[src/rtl/citadel_pkg.sv]
// Shared encodings for the SRAM arbiter slice: FSM states and master ids.
package citadel_pkg;

  typedef enum logic [1:0] {
    StIdle   = 2'd0,
    StAccess = 2'd1,
    StResp   = 2'd2
  } arb_state_e;

  localparam logic MASTER_CPU = 1'b0;
  localparam logic MASTER_DMA = 1'b1;

endpackage

[src/rtl/rr_arb2.sv]
// Two-request round-robin pick. The loser of the last grant wins a tie.
module rr_arb2 (
  input  logic [1:0] req_i,
  input  logic       last_i,
  output logic       gnt_o
);

  // Single requester wins outright; a tie goes to the master not granted last.
  always_comb begin
    gnt_o = 1'b0;
    unique case (req_i)
      2'b01:   gnt_o = 1'b0;
      2'b10:   gnt_o = 1'b1;
      2'b11:   gnt_o = ~last_i;
      default: gnt_o = 1'b0;
    endcase
  end

endmodule

[src/rtl/mem_arbiter.sv]
// Shares one single-port SRAM between two native-bus masters, one access at a time.
// Every output is a flop: the SRAM strobe is loaded on grant, ready/rdata/bus_err in RESP.
module mem_arbiter
  import citadel_pkg::*;
#(
  parameter int unsigned SRAM_SIZE = 65536,
  parameter int unsigned AW        = 14
) (
  input  logic          r_clk,
  input  logic          rst_n,
  input  logic          m0_valid,
  input  logic [31:0]   m0_addr,
  input  logic [31:0]   m0_wdata,
  input  logic [3:0]    m0_wstrb,
  output logic          m0_ready,
  output logic [31:0]   m0_rdata,
  input  logic          m1_valid,
  input  logic [31:0]   m1_addr,
  input  logic [31:0]   m1_wdata,
  input  logic [3:0]    m1_wstrb,
  output logic          m1_ready,
  output logic [31:0]   m1_rdata,
  output logic          sram_en,
  output logic [3:0]    sram_we,
  output logic [AW-1:0] sram_addr,
  output logic [31:0]   sram_wdata,
  input  logic [31:0]   sram_rdata,
  output logic          bus_err
);

  arb_state_e    state_q, state_d;
  logic          last_q, last_d;
  logic          gnt_q, gnt_d;
  logic          in_range_q, in_range_d;
  logic          is_write_q, is_write_d;
  logic          sram_en_q, sram_en_d;
  logic [3:0]    sram_we_q, sram_we_d;
  logic [AW-1:0] sram_addr_q, sram_addr_d;
  logic [31:0]   sram_wdata_q, sram_wdata_d;
  logic          m0_ready_q, m0_ready_d;
  logic          m1_ready_q, m1_ready_d;
  logic [31:0]   m0_rdata_q, m0_rdata_d;
  logic [31:0]   m1_rdata_q, m1_rdata_d;
  logic          bus_err_q, bus_err_d;

  logic          arb_gnt;
  logic [31:0]   sel_addr;
  logic [31:0]   sel_wdata;
  logic [3:0]    sel_wstrb;
  logic          sel_in_range;
  logic [31:0]   resp_data;

  rr_arb2 u_rr_arb2 (
    .req_i  ({m1_valid, m0_valid}),
    .last_i (last_q),
    .gnt_o  (arb_gnt)
  );

  // Mux the winning master's request fields and classify its address.
  always_comb begin
    sel_addr     = (arb_gnt == MASTER_DMA) ? m1_addr  : m0_addr;
    sel_wdata    = (arb_gnt == MASTER_DMA) ? m1_wdata : m0_wdata;
    sel_wstrb    = (arb_gnt == MASTER_DMA) ? m1_wstrb : m0_wstrb;
    sel_in_range = (sel_addr < SRAM_SIZE);
    // Writes and out-of-range reads return zero so no stale word ever leaks out.
    resp_data    = (in_range_q && !is_write_q) ? sram_rdata : 32'h0;
  end

  // Next-state and registered-output logic for the IDLE -> ACCESS -> RESP cycle.
  always_comb begin
    state_d      = state_q;
    last_d       = last_q;
    gnt_d        = gnt_q;
    in_range_d   = in_range_q;
    is_write_d   = is_write_q;
    sram_en_d    = 1'b0;
    sram_we_d    = 4'h0;
    sram_addr_d  = sram_addr_q;
    sram_wdata_d = sram_wdata_q;
    m0_ready_d   = 1'b0;
    m1_ready_d   = 1'b0;
    m0_rdata_d   = m0_rdata_q;
    m1_rdata_d   = m1_rdata_q;
    bus_err_d    = 1'b0;
    case (state_q)
      StIdle: begin
        if (m0_valid || m1_valid) begin
          gnt_d        = arb_gnt;
          last_d       = arb_gnt;
          in_range_d   = sel_in_range;
          is_write_d   = |sel_wstrb;
          sram_en_d    = sel_in_range;
          sram_we_d    = sel_in_range ? sel_wstrb : 4'h0;
          sram_addr_d  = sel_addr[AW+1:2];
          sram_wdata_d = sel_wdata;
          state_d      = StAccess;
        end
      end
      StAccess: begin
        // SRAM strobe is live this cycle; its registered data lands during RESP.
        state_d = StResp;
      end
      StResp: begin
        bus_err_d = ~in_range_q;
        if (gnt_q == MASTER_DMA) begin
          m1_ready_d = 1'b1;
          m1_rdata_d = resp_data;
        end else begin
          m0_ready_d = 1'b1;
          m0_rdata_d = resp_data;
        end
        state_d = StIdle;
      end
      default: state_d = StIdle;
    endcase
  end

  // State and output registers with synchronous active-low reset.
  always_ff @(posedge r_clk) begin
    if (!rst_n) begin
      state_q      <= StIdle;
      last_q       <= MASTER_DMA;
      gnt_q        <= MASTER_CPU;
      in_range_q   <= 1'b0;
      is_write_q   <= 1'b0;
      sram_en_q    <= 1'b0;
      sram_we_q    <= 4'h0;
      sram_addr_q  <= '0;
      sram_wdata_q <= 32'h0;
      m0_ready_q   <= 1'b0;
      m1_ready_q   <= 1'b0;
      m0_rdata_q   <= 32'h0;
      m1_rdata_q   <= 32'h0;
      bus_err_q    <= 1'b0;
    end else begin
      state_q      <= state_d;
      last_q       <= last_d;
      gnt_q        <= gnt_d;
      in_range_q   <= in_range_d;
      is_write_q   <= is_write_d;
      sram_en_q    <= sram_en_d;
      sram_we_q    <= sram_we_d;
      sram_addr_q  <= sram_addr_d;
      sram_wdata_q <= sram_wdata_d;
      m0_ready_q   <= m0_ready_d;
      m1_ready_q   <= m1_ready_d;
      m0_rdata_q   <= m0_rdata_d;
      m1_rdata_q   <= m1_rdata_d;
      bus_err_q    <= bus_err_d;
    end
  end

  assign sram_en    = sram_en_q;
  assign sram_we    = sram_we_q;
  assign sram_addr  = sram_addr_q;
  assign sram_wdata = sram_wdata_q;
  assign m0_ready   = m0_ready_q;
  assign m1_ready   = m1_ready_q;
  assign m0_rdata   = m0_rdata_q;
  assign m1_rdata   = m1_rdata_q;
  assign bus_err    = bus_err_q;

endmodule

[config.mk]
export PLATFORM = sky130hd
export DESIGN_NAME = mem_arbiter
export DESIGN_NICKNAME = d
export VERILOG_FILES = /design/src/rtl/citadel_pkg.sv /design/src/rtl/rr_arb2.sv /design/src/rtl/mem_arbiter.sv
export SDC_FILE = /design/constraint.sdc
export NUM_CORES = 1
export LEC_CHECK = 0
export CORE_ASPECT_RATIO = 2
export CORE_UTILIZATION = 34
export CTS_CLUSTER_SIZE = 30
export DETAILED_ROUTE_END_ITERATION = 16
export HOLD_SLACK_MARGIN = 0.12
export PLACE_DENSITY = 0.87
export SLEW_MARGIN = 20
export SYNTH_ARGS = -nofsm -noshare
export SYNTH_HDL_FRONTEND = slang
export SYNTH_SLANG_ARGS = --single-unit
[constraint.sdc]
create_clock -name r_clk -period 1.39 [get_ports r_clk]
set_input_delay 0.278 -clock r_clk [delete_from_list [all_inputs] [get_ports r_clk]]
set_output_delay 0.278 -clock r_clk [all_outputs]
set_load 0.01 [all_outputs]
==> results.rst <==
.. list-table::
   :header-rows: 1

   * - Metric
     - Value
   * - Run status
     - finished clean
   * - Clock sink count
     - 124
   * - Count of TritonRoute iterations in the first routing pass
     - 6
   * - Number of warnings issued by yosys
     - 0
   * - Maximum number of pins on one net before global-route repair
     - 65
   * - Sequential share of power
     - a little over a third
   * - Via total after detailed routing
     - roughly 5.3k
   * - Overall die area
     - about 15,000 um^2
   * - Internal power
     - between 0.007 and 0.008 W
   * - TritonCTS Buffers
     - 17
   * - Leakage dissipation
     - around 3.9 nW
   * - Half-perimeter wire length after detailed placement
     - 11,800 um
   * - Placed cell areas
     - roughly 8200 um^2
   * - Worst-case headroom to the max-slew limit
     - between 70 and 80%
   * - Timing-limited maximum frequency
     - between 700 and 800 MHz
   * - Crit path DAT
     - about 1700 ps
   * - Wire length of the first global-routing pass
     - about 25,000 um
   * - Final period utilization
     - between 90% and 100%
   * - DRC Markers
     - 0
   * - Crit path required time
     - 1670 ps
   * - Cell with the most instances on the worst path
     - sky130_fd_sc_hd__buf_4
   * - Routed wire per std cell
     - roughly 16 um
   * - Yosys top cell by area
     - sky130_fd_sc_hd__dfxtp_1
   * - Largest delay share family, worst path
     - buffers and inverters
   * - Clock tree root driver cell
     - sky130_fd_sc_hd__clkbuf_16
   * - CORE AREA
     - ~14,000 um^2
   * - Sequential Area
     - approximately 2500 um^2
   * - Cell chain of the critical path
     - a21boi_4 -> buf_6 -> buf_4 -> buf_4 -> mux2i_2 -> a21oi_2
   * - Crit. End Element
     - flip-flop
   * - Max Cap Violations
     - 0
   * - Placer congestion estimate
     - 0.808
   * - Clock share of power
     - a little under half
   * - Post-Synthesis Cells
     - ~560
   * - Fill cell total of the finished layout
     - between 1k and 1.5k
   * - Power Total
     - about 0.010 W
   * - Worst hold path class
     - in -> reg
   * - CTS tree
     - built
   * - Post-synth cell types
     - 35
   * - GR Overflow Total
     - 0
   * - Detail Route Antenna Nets
     - 0
   * - Worst-Margin Slew
     - around 340 ps
   * - Startpoint of the most critical register-to-register path
     - last_q$_SDFFE_PN1P_
   * - Part of the total power dissipated in combinational logic
     - between 10% and 20%
   * - Area of the multi-input gates
     - 2290 um^2
   * - Effective utilization at floorplan
     - 34.7%
   * - Final Critical Period
     - around 1400 ps
   * - Total net switching power
     - 0.00251 W
   * - Synthesis-stage register bit count
     - 124
   * - Delay of the slowest cell on the worst path
     - ~340 ps
   * - Number of buffers on the longest clock path
     - 2
   * - # IOs
     - 290
   * - Final worst hold slack
     - approximately 350 ps
   * - Port Buffers
     - approximately 290
   * - Number of global-route vias before repair
     - between 5k and 6k
   * - Clock-pin slew on the worst setup and hold paths
     - around 60 ps
   * - Synthesized area divided by synthesized cell count
     - between 8 and 9 um^2
   * - Crit path from
     - last_q$_SDFFE_PN1P_
   * - Antenna diode count
     - 0
   * - Insertion delay of the later-clocked pin in the worst-skew pair
     - 400 ps
   * - Critical Path Source Type
     - flip-flop
   * - Net switching fraction of the power
     - approximately a quarter
   * - Layout net count
     - 1,026
   * - Post-route clock skew
     - roughly 9 ps
   * - Final slew viol count
     - 0
   * - Critical path start-end classification
     - reg -> reg
   * - Final Hold Viols
     - 0
   * - Launch point of the worst hold path
     - m0_addr[31]
   * - Netlist area before placement
     - 4980 um^2
   * - 1st-iter DRT viols
     - between 150 and 200
   * - Power per unit of standard cell area
     - 1170 nW/um^2
   * - Count of buffering cells on the critical path with inverters included
     - 3
   * - Final design instance area without fill
     - roughly 9000 um^2
   * - Maximum fanout encountered on the critical timing path
     - 5
   * - Share of post-route cells with drive strength above 1
     - 11.8%
   * - Detail-routed via count per cell
     - 4.97
   * - Site row count
     - slightly above 60
   * - Width of the die
     - just under 90 um
   * - Post-detailed-routing wire length
     - between 15,000 and 20,000 um
   * - RSZ-0062 raised after global routing
     - true
   * - Antenna violations before repair
     - 0
   * - Final setup violation count
     - 0
   * - Sequential cell area fraction in the yosys report
     - 49.8%
   * - Proportion of netlist area held by the largest area contributor
     - about half
   * - Area Overhead vs Synth
     - 79.7%
   * - IR Drop Worst-Case VDD
     - about 0.78 mV
   * - Dominant cells by area after synthesis
     - sky130_fd_sc_hd__dfxtp_1 50%, sky130_fd_sc_hd__mux2i_1 10%, sky130_fd_sc_hd__a21oi_1 7.0%
   * - Maximum level of the CTS H-tree
     - 4
   * - Die Height
     - between 150 and 200 um
   * - # hold bufs at CTS
     - 0
   * - Global-route usage over all layers
     - 21.3%
   * - Syn Nets
     - approximately 730
   * - Crit path max-delay cell type
     - sky130_fd_sc_hd__dfxtp_2
state kept, by name (all words and copies together), names as in the netlist, 2 cells and up:
register	cells
m0_rdata	32
sram_addr	14
state_q	2
sram_wdata	32
m1_rdata	32
sram_we	4
area by class of cell:
type / count / area share, %
inverters: 1 / 0.0559
multi-input cells: 380 / 25.6
clock buffers: 18 / 4.79
flip-flops and latches: 124 / 27.8
clock inverters: 14 / 2.57
repair buffers: 330 / 36.5
well taps: 192 / 2.68
cells in the mapped netlist, drive strengths merged:
| cell type | instances |
|---|---|
| a21oi | 70 |
| o211a | 1 |
| or4 | 3 |
| mux2i | 50 |
| nor2b | 3 |
| a211oi | 46 |
| nor4 | 7 |
| o21a | 1 |
| clkbuf | 23 |
| o21ai | 1 |
| a21boi | 1 |
| o211ai | 1 |
| nand4 | 2 |
| buf | 27 |
| nor2 | 51 |
| nor3 | 1 |
| and2 | 1 |
| nand2 | 70 |
| inv | 1 |
| nor3b | 1 |
| nand2b | 1 |
| nand3 | 66 |
| a31o | 1 |
| and3 | 1 |
| a22oi | 1 |
| dfxtp | 124 |
worst register-to-register path, cell delays in order (launching register included):
cell	delay, ps
sky130_fd_sc_hd__dfxtp_2	340
sky130_fd_sc_hd__a21boi_4	220
sky130_fd_sc_hd__buf_6	160
sky130_fd_sc_hd__buf_4	120
sky130_fd_sc_hd__buf_4	130
sky130_fd_sc_hd__mux2i_2	230
sky130_fd_sc_hd__a21oi_2	50
path summary, 6_finish.rpt:
path,cells past startpoint,slack [ps],endpoint
worst max-delay path,6,20,sram_we[3]$_SDFF_PN0_
worst min-delay path,5,350,sram_we[1]$_SDFF_PN0_
worst max register to register,6,20,sram_we[3]$_SDFF_PN0_
worst min register to register,1,450,state_q[1]$_SDFFE_PN0P_
cells in the final DEF, fill, tap and decap left out, types with 2 or more instances in the layout:
cell	count
sky130_fd_sc_hd__dfxtp_2	3
sky130_fd_sc_hd__buf_6	3
sky130_fd_sc_hd__a211oi_1	43
sky130_fd_sc_hd__a21oi_1	66
sky130_fd_sc_hd__buf_12	10
sky130_fd_sc_hd__dfxtp_1	121
sky130_fd_sc_hd__nand2_1	70
sky130_fd_sc_hd__nand3_1	66
sky130_fd_sc_hd__buf_4	28
sky130_fd_sc_hd__dlymetal6s2s_1	6
sky130_fd_sc_hd__mux2i_2	3
sky130_fd_sc_hd__a21oi_2	4
sky130_fd_sc_hd__inv_8	2
sky130_fd_sc_hd__mux2i_1	47
sky130_fd_sc_hd__inv_6	5
sky130_fd_sc_hd__clkdlybuf4s50_1	157
sky130_fd_sc_hd__a211oi_2	3
sky130_fd_sc_hd__nor4_1	6
sky130_fd_sc_hd__bufinv_16	5
sky130_fd_sc_hd__nor2_1	50
sky130_fd_sc_hd__or4_4	2
sky130_fd_sc_hd__clkinv_2	2
sky130_fd_sc_hd__dlygate4sd2_1	122
sky130_fd_sc_hd__nor2b_4	3
sky130_fd_sc_hd__clkbuf_16	20
routing by layer:
layer	part of all wire (%)	GRT usage [%]	vias up	wire length [um]
met4	3.7	10.7	0	605
met2	56	40.8	204	9280
met5	0	0	-	0
met1	36	20.3	2456	5930
li1	-	-	2561	-
met3	4.6	4.53	42	755
power by group through the flow:
stage,registers [W],logic (W),clock network (W)
2_1_floorplan,0.00396,0.000581,0
3_3_place_gp,0.00389,0.00163,0
3_5_place_dp,0.00390,0.00166,0
4_1_cts,0.00382,0.00161,0.00506
5_1_grt,0.00384,0.00179,0.00519
6_report,0.00382,0.00167,0.00494
cells by family (layout without fill, tap and decap cells):
family,count (synthesis),count (layout),synth area share (%)
AOI/OAI and AO/OA,123,123,15.3
buffers and inverters,51,363,5.95
DFF,124,124,49.8
muxes,50,50,10.0
and+or+nand+nor,207,207,18.8
what timing repair did:
item                                    in CTS  in global routing
hold endpoints to repair                     0                  0
gates cloned                                 1                  3
pin swaps                                    5                  5
endpoints found under the setup margin     134                 80
setup buffers                                3                  2
resized for setup                          131                 18
through the flow:
step | std cells | setup WS, ps | setup TNS, ps | utilization, %
after floorplan | 555 | 79.5 | 0 | -
after global placement | 1018 | -436 | -21930 | 57.1
after detailed placement | 1018 | -475 | -25120 | 57.1
after CTS | 1054 | 8.93 | 0 | 61.3
after global routing | 1059 | -31.8 | -159 | 62.4
final | 1059 | 23.7 | 0 | 62.4
No activity file was read; power rests on OpenSTA's default activity.
